--- src/rtl/uart_imem_loader_if.sv ---
// uart_imem_loader_if: instruction-memory write port from the UART loader.
// master drives imem_we/imem_addr/imem_wdata; slave is the imem side.
interface uart_imem_loader_if #(
   parameter int IMEM_ADDR_WIDTH = 10
);
   logic                       imem_we;
   logic [IMEM_ADDR_WIDTH-1:0] imem_addr;
   logic [31:0]                imem_wdata;

   modport master (
      output imem_we,
      output imem_addr,
      output imem_wdata
   );

   modport slave (
      input imem_we,
      input imem_addr,
      input imem_wdata
   );
endinterface

--- src/rtl/uart_imem_loader.sv ---
// uart_imem_loader: loads a program image from an 8N1 UART into imem
// and holds the CPU pipeline in reset until a load completes.
// Ports: clk, rst (sync, active high), rx (async serial line),
//   imem (write port: imem_we/imem_addr/imem_wdata), cpu_rst,
//   busy (load in progress), done (completion pulse), error (sticky).
// Frame: A5, N[7:0], N[15:8], N words as 4 LE bytes each.
// Define UART_IMEM_LOADER_CHECKSUM_EN to require a trailing XOR byte.
module uart_imem_loader #(
   parameter int CLKS_PER_BIT    = 868,
   parameter int IMEM_ADDR_WIDTH = 10
) (
   input  logic               clk,
   input  logic               rst,
   input  logic               rx,
   uart_imem_loader_if.master imem,
   output logic               cpu_rst,
   output logic               busy,
   output logic               done,
   output logic               error
);
   localparam int CW = $clog2(CLKS_PER_BIT);
   localparam logic [16:0] DEPTH = 17'd1 << IMEM_ADDR_WIDTH;
   localparam logic [7:0]  SYNC_BYTE = 8'hA5;

   typedef enum logic [1:0] {
      RX_IDLE, RX_START, RX_DATA, RX_STOP
   } rx_state_t;

   typedef enum logic [2:0] {
      L_SYNC, L_LEN0, L_LEN1, L_DATA
`ifdef UART_IMEM_LOADER_CHECKSUM_EN
      , L_CSUM
`endif
   } ld_state_t;

   // ---------------- rx synchronizer ----------------
   logic rx_q1, rx_s;

   always_ff @(posedge clk) begin
      if (rst) begin
         rx_q1 <= 1'b1;
         rx_s  <= 1'b1;
      end else begin
         rx_q1 <= rx;
         rx_s  <= rx_q1;
      end
   end

   // ---------------- rx fsm ----------------
   rx_state_t     rx_state, rx_next;
   logic [CW-1:0] rx_cnt;
   logic [2:0]    bit_idx;
   logic [7:0]    rx_byte;
   logic          half_tick, full_tick;
   logic          byte_valid, frame_err;

   assign half_tick = rx_cnt == CW'(CLKS_PER_BIT / 2 - 1);
   assign full_tick = rx_cnt == CW'(CLKS_PER_BIT - 1);

   always_ff @(posedge clk) begin
      if (rst) rx_state <= RX_IDLE;
      else     rx_state <= rx_next;
   end

   always_comb begin
      rx_next = rx_state;
      unique case (rx_state)
         RX_IDLE:  if (!rx_s) rx_next = RX_START;
         RX_START: if (half_tick) rx_next = rx_s ? RX_IDLE : RX_DATA;
         RX_DATA:  if (full_tick && bit_idx == 3'd7) rx_next = RX_STOP;
         RX_STOP:  if (full_tick) rx_next = RX_IDLE;
         default:  rx_next = RX_IDLE;
      endcase
   end

   always_comb begin
      byte_valid = 1'b0;
      frame_err  = 1'b0;
      if (rx_state == RX_STOP && full_tick) begin
         byte_valid = rx_s;
         frame_err  = !rx_s;
      end
   end

   always_ff @(posedge clk) begin
      if (rst) begin
         rx_cnt  <= '0;
         bit_idx <= '0;
         rx_byte <= '0;
      end else begin
         unique case (rx_state)
            RX_IDLE: begin
               rx_cnt  <= '0;
               bit_idx <= '0;
            end
            RX_START: rx_cnt <= half_tick ? '0 : rx_cnt + 1'b1;
            RX_DATA: begin
               rx_cnt <= full_tick ? '0 : rx_cnt + 1'b1;
               if (full_tick) begin
                  rx_byte <= {rx_s, rx_byte[7:1]};
                  bit_idx <= bit_idx + 3'd1;
               end
            end
            RX_STOP: rx_cnt <= full_tick ? '0 : rx_cnt + 1'b1;
            default: rx_cnt <= '0;
         endcase
      end
   end

   // ---------------- loader fsm ----------------
   ld_state_t ld_state, ld_next;
   logic [7:0]  len_lo;
   logic [15:0] len, n_word, word_idx;
   logic [1:0]  byte_cnt;
   logic [23:0] wbuf;
   logic        len_zero, len_big, last_word;
   logic        sync_hit, len_lo_we, len_we, data_byte;
   logic        wr_word, finish, fail;
   logic        we_q, done_q;
   logic [IMEM_ADDR_WIDTH-1:0] addr_q;
   logic [31:0] wdata_q;
`ifdef UART_IMEM_LOADER_CHECKSUM_EN
   logic [7:0]  csum;
`endif

   assign n_word    = {rx_byte, len_lo};
   assign len_zero  = n_word == 16'd0;
   assign len_big   = {1'b0, n_word} > DEPTH;
   assign last_word = word_idx == len - 16'd1;

   always_ff @(posedge clk) begin
      if (rst) ld_state <= L_SYNC;
      else     ld_state <= ld_next;
   end

   always_comb begin
      ld_next = ld_state;
      if (frame_err) begin
         ld_next = L_SYNC;
      end else if (byte_valid) begin
         unique case (ld_state)
            L_SYNC: if (rx_byte == SYNC_BYTE) ld_next = L_LEN0;
            L_LEN0: ld_next = L_LEN1;
            L_LEN1: ld_next = (len_zero || len_big) ? L_SYNC : L_DATA;
            L_DATA: if (byte_cnt == 2'd3 && last_word)
`ifdef UART_IMEM_LOADER_CHECKSUM_EN
               ld_next = L_CSUM;
            L_CSUM: ld_next = L_SYNC;
`else
               ld_next = L_SYNC;
`endif
            default: ld_next = L_SYNC;
         endcase
      end
   end

   always_comb begin
      sync_hit  = 1'b0;
      len_lo_we = 1'b0;
      len_we    = 1'b0;
      data_byte = 1'b0;
      wr_word   = 1'b0;
      finish    = 1'b0;
      fail      = frame_err;
      if (byte_valid) begin
         unique case (ld_state)
            L_SYNC: sync_hit = rx_byte == SYNC_BYTE;
            L_LEN0: len_lo_we = 1'b1;
            L_LEN1: begin
               len_we = 1'b1;
               finish = len_zero;
               fail   = len_big;
            end
            L_DATA: begin
               data_byte = 1'b1;
               wr_word   = byte_cnt == 2'd3;
`ifndef UART_IMEM_LOADER_CHECKSUM_EN
               finish    = wr_word && last_word;
`endif
            end
`ifdef UART_IMEM_LOADER_CHECKSUM_EN
            L_CSUM: begin
               finish = rx_byte == csum;
               fail   = rx_byte != csum;
            end
`endif
            default: ;
         endcase
      end
   end

   // Write strobe, done and cpu_rst release all land one cycle after
   // the deciding byte_valid, so done coincides with the last write.
   always_ff @(posedge clk) begin
      if (rst) begin
         we_q     <= 1'b0;
         done_q   <= 1'b0;
         addr_q   <= '0;
         wdata_q  <= '0;
         cpu_rst  <= 1'b1;
         error    <= 1'b0;
         len_lo   <= '0;
         len      <= '0;
         word_idx <= '0;
         byte_cnt <= '0;
         wbuf     <= '0;
`ifdef UART_IMEM_LOADER_CHECKSUM_EN
         csum     <= '0;
`endif
      end else begin
         we_q   <= wr_word;
         done_q <= finish;
         if (sync_hit) begin
            error    <= 1'b0;
            cpu_rst  <= 1'b1;
            word_idx <= '0;
            byte_cnt <= '0;
`ifdef UART_IMEM_LOADER_CHECKSUM_EN
            csum     <= '0;
`endif
         end
         if (len_lo_we) len_lo <= rx_byte;
         if (len_we)    len    <= n_word;
         if (data_byte) begin
            byte_cnt <= byte_cnt + 2'd1;
            wbuf     <= {rx_byte, wbuf[23:8]};
`ifdef UART_IMEM_LOADER_CHECKSUM_EN
            csum     <= csum ^ rx_byte;
`endif
         end
         if (wr_word) begin
            addr_q   <= word_idx[IMEM_ADDR_WIDTH-1:0];
            wdata_q  <= {rx_byte, wbuf};
            word_idx <= word_idx + 16'd1;
         end
         if (finish) cpu_rst <= 1'b0;
         if (fail)   error   <= 1'b1;
      end
   end

   assign imem.imem_we    = we_q;
   assign imem.imem_addr  = addr_q;
   assign imem.imem_wdata = wdata_q;
   assign done = done_q;
   assign busy = ld_state != L_SYNC;
endmodule

--- src/flat_wrapper.sv ---
// flat-port wrapper written by rule: the top's interface ports become plain ports
module uart_imem_loader_flat 
#(
   parameter int CLKS_PER_BIT    = 868,
   parameter int IMEM_ADDR_WIDTH = 10
)
  (clk, rst, rx, cpu_rst, busy, done, error, imem_imem_we, imem_imem_addr, imem_imem_wdata);
  uart_imem_loader_if #(.IMEM_ADDR_WIDTH(IMEM_ADDR_WIDTH)) imem_i ();
  input  logic clk;
  input  logic rst;
  input  logic rx;
  output logic cpu_rst;
  output logic busy;
  output logic done;
  output logic error;
  output wire logic [$bits(imem_i.imem_we)-1:0] imem_imem_we;
  output wire logic [$bits(imem_i.imem_addr)-1:0] imem_imem_addr;
  output wire logic [$bits(imem_i.imem_wdata)-1:0] imem_imem_wdata;
  assign imem_imem_we = imem_i.imem_we;
  assign imem_imem_addr = imem_i.imem_addr;
  assign imem_imem_wdata = imem_i.imem_wdata;
  uart_imem_loader #(.CLKS_PER_BIT(CLKS_PER_BIT), .IMEM_ADDR_WIDTH(IMEM_ADDR_WIDTH)) u_core (.clk(clk), .rst(rst), .rx(rx), .imem(imem_i), .cpu_rst(cpu_rst), .busy(busy), .done(done), .error(error));
endmodule
--- config.mk ---
export PLATFORM = sky130hd
export DESIGN_NAME = uart_imem_loader_flat
export DESIGN_NICKNAME = d
export VERILOG_FILES = /design/src/rtl/uart_imem_loader_if.sv /design/src/rtl/uart_imem_loader.sv /design/src/flat_wrapper.sv
export SDC_FILE = /design/constraint.sdc
export NUM_CORES = 1
export LEC_CHECK = 0
export BUFFER_PORTS_ARGS = -buffer_cell sky130_fd_sc_hd__buf_2
export CAP_MARGIN = 30
export CORE_AREA = 2 2 73 144
export CTS_CLUSTER_SIZE = 10
export DETAILED_ROUTE_END_ITERATION = 12
export DIE_AREA = 0 0 75 146
export PLACE_DENSITY = 0.9
export SLEW_MARGIN = 20
export SYNTH_ARGS = -nofsm -noshare
export SYNTH_HDL_FRONTEND = slang
export SYNTH_SLANG_ARGS = --single-unit
--- constraint.sdc ---
create_clock -name clk -period 4.7 [get_ports clk]
set_input_delay 1.41 -clock clk [delete_from_list [all_inputs] [get_ports clk]]
set_output_delay 1.41 -clock clk [all_outputs]
set_load 0.03 [all_outputs]
==> results of run 1 <==
==> per-layer routing <==
layer | share of wire (%) | up-vias | GRT usage (%)
met4 | 5.7 | 0 | 18.93
met5 | 0 | - | 0
met2 | 54 | 260 | 52.46
met3 | 5.7 | 70 | 7.410
li1 | - | 2729 | -
met1 | 35 | 2657 | 30.94
==> worst min-delay path by stage <==
stage | startpoint | end | slack [ns] | cells after the start
floorplan | u_core.rx_q1$_SDFF_PP1_ | u_core.rx_s$_SDFF_PP1_ | 0.39 | 1
CTS | u_core.rx_q1$_SDFF_PP1_ | u_core.rx_s$_SDFF_PP1_ | 0.42 | 1
global placement | u_core.rx_q1$_SDFF_PP1_ | u_core.rx_s$_SDFF_PP1_ | 0.40 | 1
finish | u_core.rx_q1$_SDFF_PP1_ | u_core.rx_s$_SDFF_PP1_ | 0.42 | 1
global route | u_core.rx_q1$_SDFF_PP1_ | u_core.rx_s$_SDFF_PP1_ | 0.43 | 1
detailed placement | u_core.rx_q1$_SDFF_PP1_ | u_core.rx_s$_SDFF_PP1_ | 0.40 | 1
==> synthesized netlist by cell type (all sizes together), types with 2 or more instances <==
cell,instances
o32ai,2
mux2i,2
xor2,10
nand3,30
xnor2,21
nand3b,3
o21ai,10
a211oi,3
nand2,222
a22oi,2
and2,7
ha,7
o211ai,2
nor4,9
dfxtp,139
or2,9
nand4,6
or3,8
nor2,48
a311oi,4
buf,9
clkbuf,40
nor3,15
nand2b,4
nor4b,5
a31oi,6
inv,12
or3b,2
or4,9
and3,3
nor3b,2
a21oi,120
o21a,3
==> through the flow <==
step	util (%)	hold WS (ns)	worst slack, ns	std cells	cell area, um^2
floorplan	-	0.3895	1.884	788	6125
global placement	65.12	0.3973	1.614	924	6357
detailed placement	65.27	0.4026	1.557	925	6372
CTS	71.18	0.4220	1.552	957	6949
global route	71.18	0.4297	1.364	957	6949
finish	71.18	0.4201	1.535	957	6949
==> registers in the layout, summed over array words and instances, names as in the netlist, 2 cells and up, named ones only <==
| signal | count |
|---|---|
| u_core.bit_idx | 3 |
| u_core.len_lo | 8 |
| u_core.rx_cnt | 10 |
| u_core.word_idx | 16 |
| u_core.len | 16 |
| u_core.byte_cnt | 2 |
| u_core.rx_byte | 8 |
| u_core.imem.imem_addr | 10 |
| u_core.wbuf | 24 |
| u_core.imem.imem_wdata | 32 |
| u_core.ld_state | 2 |
==> kinds of logic (layout without fill, tap and decap cells) <==
kind of cell | count (synthesis) | after routing | synth area share, %
and+or+nand+nor | 387 | 387 | 29.40
AOI/OAI and AO/OA | 160 | 160 | 14.63
adders and majority gates | 7 | 7 | 1.430
buffers and inverters | 61 | 98 | 4.167
DFF | 139 | 139 | 45.43
xor gates and xnor gates | 31 | 31 | 4.433
muxes | 3 | 3 | 0.5107
==> cell type report <==
type / instances / area [um^2] / area share, %
Sequential cell: 139 / 2783 / 40.04
Tap cell: 132 / 165.2 / 2.377
Multi-Input combinational cell: 588 / 3087 / 44.42
Timing Repair Buffer: 54 / 292.8 / 4.213
Clock inverter: 15 / 151.4 / 2.179
Inverter: 12 / 45.04 / 0.6482
Clock buffer: 17 / 425.4 / 6.122
==> cell usage in the layout, fill, tap and decap left out, types with 5 or more instances in the layout <==
master	count
xor2_1	10
clkbuf_16	17
o21ai_0	6
nand4_1	6
nand3_1	30
or2_2	6
xnor2_1	21
inv_1	12
buf_2	48
or4_1	8
inv_6	6
buf_4	5
or3_1	7
nor2_1	47
nor4_1	7
nor3_1	14
a21oi_1	119
nand2_1	222
a31oi_1	6
and2_1	7
dfxtp_1	139
ha_1	7
==> worst max-delay path, delay by kind of cell (launching register included) <==
kind / cells / cell delay, ns
fa+ha+maj: 1 / 0.30
buf+inv: 1 / 0.08
xor+xnor: 1 / 0.19
simple gates: 5 / 1.97
flops: 1 / 0.36
compound gates: 1 / 0.19
==> report_power, final <==
part / internal (mW) / switching, mW
Sequential: 1.18 / 0.00248
Clock: 0.747 / 0.554
Combinational: 0.00460 / 0.0195
==> results.ini, run 1 <==
[place]
dp_hpwl_um = 10950
globalplace.congestion = 0.8790
port_buffers = 49

[final_layout]
synthToLayoutAreaGrowth_pct = 13.46
antenna_cells = 0
nets = 822
num-fill-cells = 733
drive_gt1_share_pct = 12.61

[worst_setup_path]
reg2reg_depth = 9
reg2reg_to = u_core.done$_SDFF_PP0_
required_ns = 5.04
cp_max_fo = 8
slowest_stage = or4_4
r2r_start = u_core.len[0]$_SDFFE_PP0P_
cp-end-kind = flip-flop
path_class = reg -> reg
start_kind = flip-flop
crit_chain = inv_1 > ha_1 > nor4b_2 > nor4bb_1 > xnor2_1 > nand3_1 > or4_4 > or3_1 > o32ai_2
worstPathArrival_ns = 3.50
regToRegSetupSlack_ns = 1.53
cp-startpoint = u_core.len[0]$_SDFFE_PP0P_
cp-endpoint = u_core.done$_SDFF_PP0_
cpPeakStageDelay_ns = 0.56

[floorplan]
dieWidth_um = 75
die_area_um2 = 10950
die_y_um = 146
start_util_pct = 62.73
ioPinCount = 50
fp-row-count = 51
coreArea_um2 = 9763

[drt]
drt_iter0_markers = 537
via_count = 5716
routedWlPerCell_um = 16.46
firstDrtPassIters = 6
drc_errors = 0
ant_nets = 0
drt-total-wl_um = 15750
viasPerCell = 5.973

[yosys]
syn_area_um2 = 6125
synthFlopType = dfxtp_1
netlist_instances = 788
syn_nets = 798
ys_seq_area_share_pct = 45.43
yosys_warnings = 0
synth.area.top_cells = dfxtp_1 (45%), nand2_1 (14%), a21oi_1 (9.7%), xnor2_1 (3.0%), nor2_1 (2.9%)
yosysTopAreaCell = dfxtp_1
synth_edf_count = 0
syn_area_per_cell_um2 = 7.772
synth_top_area_share_pct = 45.43
ys_types = 61
synth_async_sr_flop_share_pct = 0
ys_seq_elements = 139

[job]
drv_cap = 0

[clock_network]
cts_tree = yes
cts_max_level = 4
clock_latency_ns = 0.42
cts_inserted_buffers = 17
holdBufCountCts = 0
ctsRootBufferMaster = clkbuf_16
clock_path_buffers = 2
path_clk_slew_ns = 0.06
cts-resized-gates = 0
cts_setup_buffers = 0
clock_sinks = 139

[global_route]
antenna_found_initial = 0
grt_pass1_wl_um = 25790
grt_pass1_vias = 5594
overflow = 0
grt_usage_pct = 30.32
grt_max_degree = 67

[pwr]
leakagePower_nw = 2.489
power_density_nw_per_um2 = 360.8
totalPowerFinal_mw = 2.507
vdd_drop_max_uv = 451.6

[timing]
fin_crit_sh_pct = 67.34
rsz0062_at_grt = false
setup_viol = 0
skew_ns = 0.01022
hold_viol = 0
period_needed_ns = 3.165
fmax_mhz = 316.0
setup_tns_ns = 0
worstMarginPinSlew_ns = 0.8831
slew_violations = 0
maxSlewHeadroom_pct = 40.81

[outcome]
status = finished, final reports clean

[hold_path]
hp-class = reg -> reg

Note: power is estimated with default switching activity, not from simulation.
==> inputs of run 2 (changes only) <==
--- a/config.mk
+++ b/config.mk
@@ -7,11 +7,11 @@
 export LEC_CHECK = 0
 export BUFFER_PORTS_ARGS = -buffer_cell sky130_fd_sc_hd__buf_2
 export CAP_MARGIN = 30
-export CORE_AREA = 2 2 73 144
+export CORE_AREA = 2 2 79 156
 export CTS_CLUSTER_SIZE = 10
 export DETAILED_ROUTE_END_ITERATION = 12
-export DIE_AREA = 0 0 75 146
-export PLACE_DENSITY = 0.9
+export DIE_AREA = 0 0 81 158
+export PLACE_DENSITY = 0.82
 export SLEW_MARGIN = 20
 export SYNTH_ARGS = -nofsm -noshare
 export SYNTH_HDL_FRONTEND = slang
==> constraint.sdc (replaced) <==
create_clock -name clk -period 2.61 [get_ports clk]
set_input_delay 0.783 -clock clk [delete_from_list [all_inputs] [get_ports clk]]
set_output_delay 0.783 -clock clk [all_outputs]
set_load 0.03 [all_outputs]
==> run 2 against run 1 <==
The flow now finishes with violations (negative setup slack); first-iteration DRC count shrank 32%; wire length grew 2.8%; design area grew 7.1%; die area grew 17%; critical endpoint unchanged; highest routed layer unchanged.
==> results.ini, run 2 (synthesis results as in run 1) <==
[final_layout]
drive_gt1_share_pct = 19.22  ; +6.6 points
multi_input_area_um2 = 3179  ; +3.0%
num-fill-cells = 939  ; +28%
regArea_um2 = 2785  ; about the same
mostFrequentLayoutCell = nand2_1
nets = 871  ; +6.0%
fin_area_um2 = 7442  ; +7.1%
final_cell_mix = nand2_1 (221), dfxtp_1 (137), a21oi_1 (118)
antenna_cells = 0  ; unchanged
largest_reg_flops = 32  ; unchanged
synthToLayoutAreaGrowth_pct = 21.51
fin_util_pct = 63.98  ; -7.2 points

[worst_setup_path]
cp_top_family = simple AND/OR/NAND/NOR gates
worstPathArrival_ns = 3.08  ; -0.42 ns
cp-end-kind = flip-flop
crit_chain = or4_4 > buf_4 > nor4_4 > nand2_1 > xnor2_2 > or4_4 > or3_4 > o32ai_2
required_ns = 2.94  ; -2.10 ns
cpPeakStageDelay_ns = 0.57  ; about the same
start_kind = flip-flop
cp_num_buf_inv = 1  ; unchanged
path_class = reg -> reg
cp_max_fo = 4  ; -4
crit_top_cell = or4_4
slowest_stage = or4_4

[floorplan]
start_util_pct = 52.66  ; -10 points
coreArea_um2 = 11630  ; +19%
ioPinCount = 50  ; unchanged
fp-row-count = 56  ; +9.8%
die_y_um = 158  ; +8.2%
die_area_um2 = 12800  ; +17%
dieWidth_um = 81  ; +8.0%

[drt]
routedWlPerCell_um = 15.89  ; -3.4%
viasPerCell = 5.688  ; -4.8%
drc_errors = 0  ; unchanged
firstDrtPassIters = 5  ; -1
drt_iter0_markers = 363  ; -32%
ant_nets = 0  ; unchanged
drt-total-wl_um = 16190  ; +2.8%
via_count = 5796  ; +1.4%

[global_route]
grt_use_met3_pct = 6.043  ; -1.4 points
top_usage_layer = met2
grt_max_degree = 53  ; -21%
grtUsageMet2_pct = 48.52  ; -3.9 points
antenna_found_initial = 0  ; unchanged
grt_pass1_vias = 5513  ; -1.4%
grt_pass1_wl_um = 25710  ; -0.29%
grt_usage_pct = 26.09  ; -4.2 points
overflow = 0  ; unchanged
grt_use_met1_pct = 24.11  ; -6.8 points

[timing]
maxSlewHeadroom_pct = 59.40  ; +19 points
worstMarginPinSlew_ns = 0.6043  ; -0.2788 ns
setup_viol = 2  ; +2
fmax_mhz = 363.4  ; +15%
slew_violations = 0  ; unchanged
skew_ns = 0.008214  ; -0.002005 ns
layout_setup_ws_ns = -0.1421  ; -1.677 ns
hold_viol = 0  ; unchanged
rsz0062_at_grt = true
period_needed_ns = 2.752  ; -0.4129 ns
fin_crit_sh_pct = 105.4  ; +38 points

[pwr]
leakagePower_nw = 2.772  ; +11%
p_int_mw = 3.403  ; +76%
vdd_drop_max_uv = 630.4  ; +40%
combPwrFrac_pct = 1.1  ; about the same
p_clk_share_pct = 51.5  ; -0.4 points
swShare_pct = 24.09  ; +1.1 points
p_seq_share_pct = 47.4  ; +0.3 points
p_sw_mw = 1.080  ; +87%
power_density_nw_per_um2 = 602.4  ; +67%

[clock_network]
cts_tree = yes
cts_inserted_buffers = 17  ; unchanged
clock_sinks = 139  ; unchanged
holdBufCountCts = 0  ; unchanged
path_clk_slew_ns = 0.06  ; about the same
clock_latency_ns = 0.42  ; about the same
cts_max_level = 4  ; unchanged
ctsRootBufferMaster = clkbuf_16
clock_path_buffers = 2  ; unchanged

[job]
drv_cap = 0  ; unchanged

[place]
placedInstanceArea_um2 = 6774  ; +6.3%
port_buffers = 49  ; unchanged
dp_hpwl_um = 11630  ; +6.2%
globalplace.congestion = 0.9054  ; +3.0%

[outcome]
status = complete, but fails checks
failed_checks = negative setup slack

[hold_path]
hp-class = reg -> reg

==> run 2: cell count changes in the layout (fill, tap and decap cells not counted), sizes merged <==
cell,previous run,this run
inv,21,20
bufinv,1,0
buf,54,103
clkinvlp,1,3
==> run 2: power groups by stage <==
stage	logic, mW	clock network [mW]	registers (mW)
floorplan	0.0364	0	2.17
global placement	0.0488	0	2.17
detailed placement	0.0489	0	2.17
CTS	0.0487	2.33	2.13
global route	0.0532	2.43	2.12
finish	0.0492	2.31	2.13
==> run 2: cell type report <==
type / instances / share of cell area, %
Multi-Input combinational cell: 588 / 42.72
Sequential cell: 139 / 37.42
Timing Repair Buffer: 103 / 9.045
Clock buffer: 17 / 5.716
Tap cell: 145 / 2.438
Clock inverter: 15 / 2.051
Inverter: 12 / 0.6052
==> run 2: path summary, 6_finish.rpt <==
kind	cells after the start	slack, ns	end	start
setup / recovery	8	-0.14	u_core.done$_SDFF_PP0_	u_core.len[6]$_SDFFE_PP0P_
hold reg to reg	1	0.41	u_core.rx_s$_SDFF_PP1_	u_core.rx_q1$_SDFF_PP1_
hold / removal	1	0.41	u_core.rx_s$_SDFF_PP1_	u_core.rx_q1$_SDFF_PP1_
setup reg to reg	8	-0.14	u_core.done$_SDFF_PP0_	u_core.len[6]$_SDFFE_PP0P_
==> run 2: worst register-to-register path, stage by stage, from the launching register on <==
cell and delay (ns):
dfxtp_2 0.32, or4_4 0.54, buf_4 0.18, nor4_4 0.19, nand2_1 0.14, xnor2_2 0.16
or4_4 0.57, or3_4 0.35, o32ai_2 0.21
==> run 2: what timing repair did <==
action	in CTS	in global routing
pin swaps	2	6
buffers inserted	0	2
endpoints found under the setup margin	7	16
resized for setup	3	13
endpoints found under the hold margin	0	0
==> run 2: per-layer routing <==
metal,vias up,share of wire (%)
li1,2825,-
met1,2687,35
met2,200,54
met3,84,4.2
met4,0,7.3
met5,-,0
==> run 2: metrics by stage <==
step	std cells	power [mW]	setup slack [ns]	setup TNS, ns	hold WS [ns]
floorplan	788	2.210	-0.03571	-0.03571	0.3895
finish	1019	4.483	-0.1421	-0.2034	0.4112
global route	1019	4.613	-0.2178	-0.5135	0.4268
CTS	1017	4.501	-0.03969	-0.03969	0.4147
detailed placement	985	2.222	-0.05528	-0.1360	0.3995
global placement	985	2.222	0.01604	0	0.3924
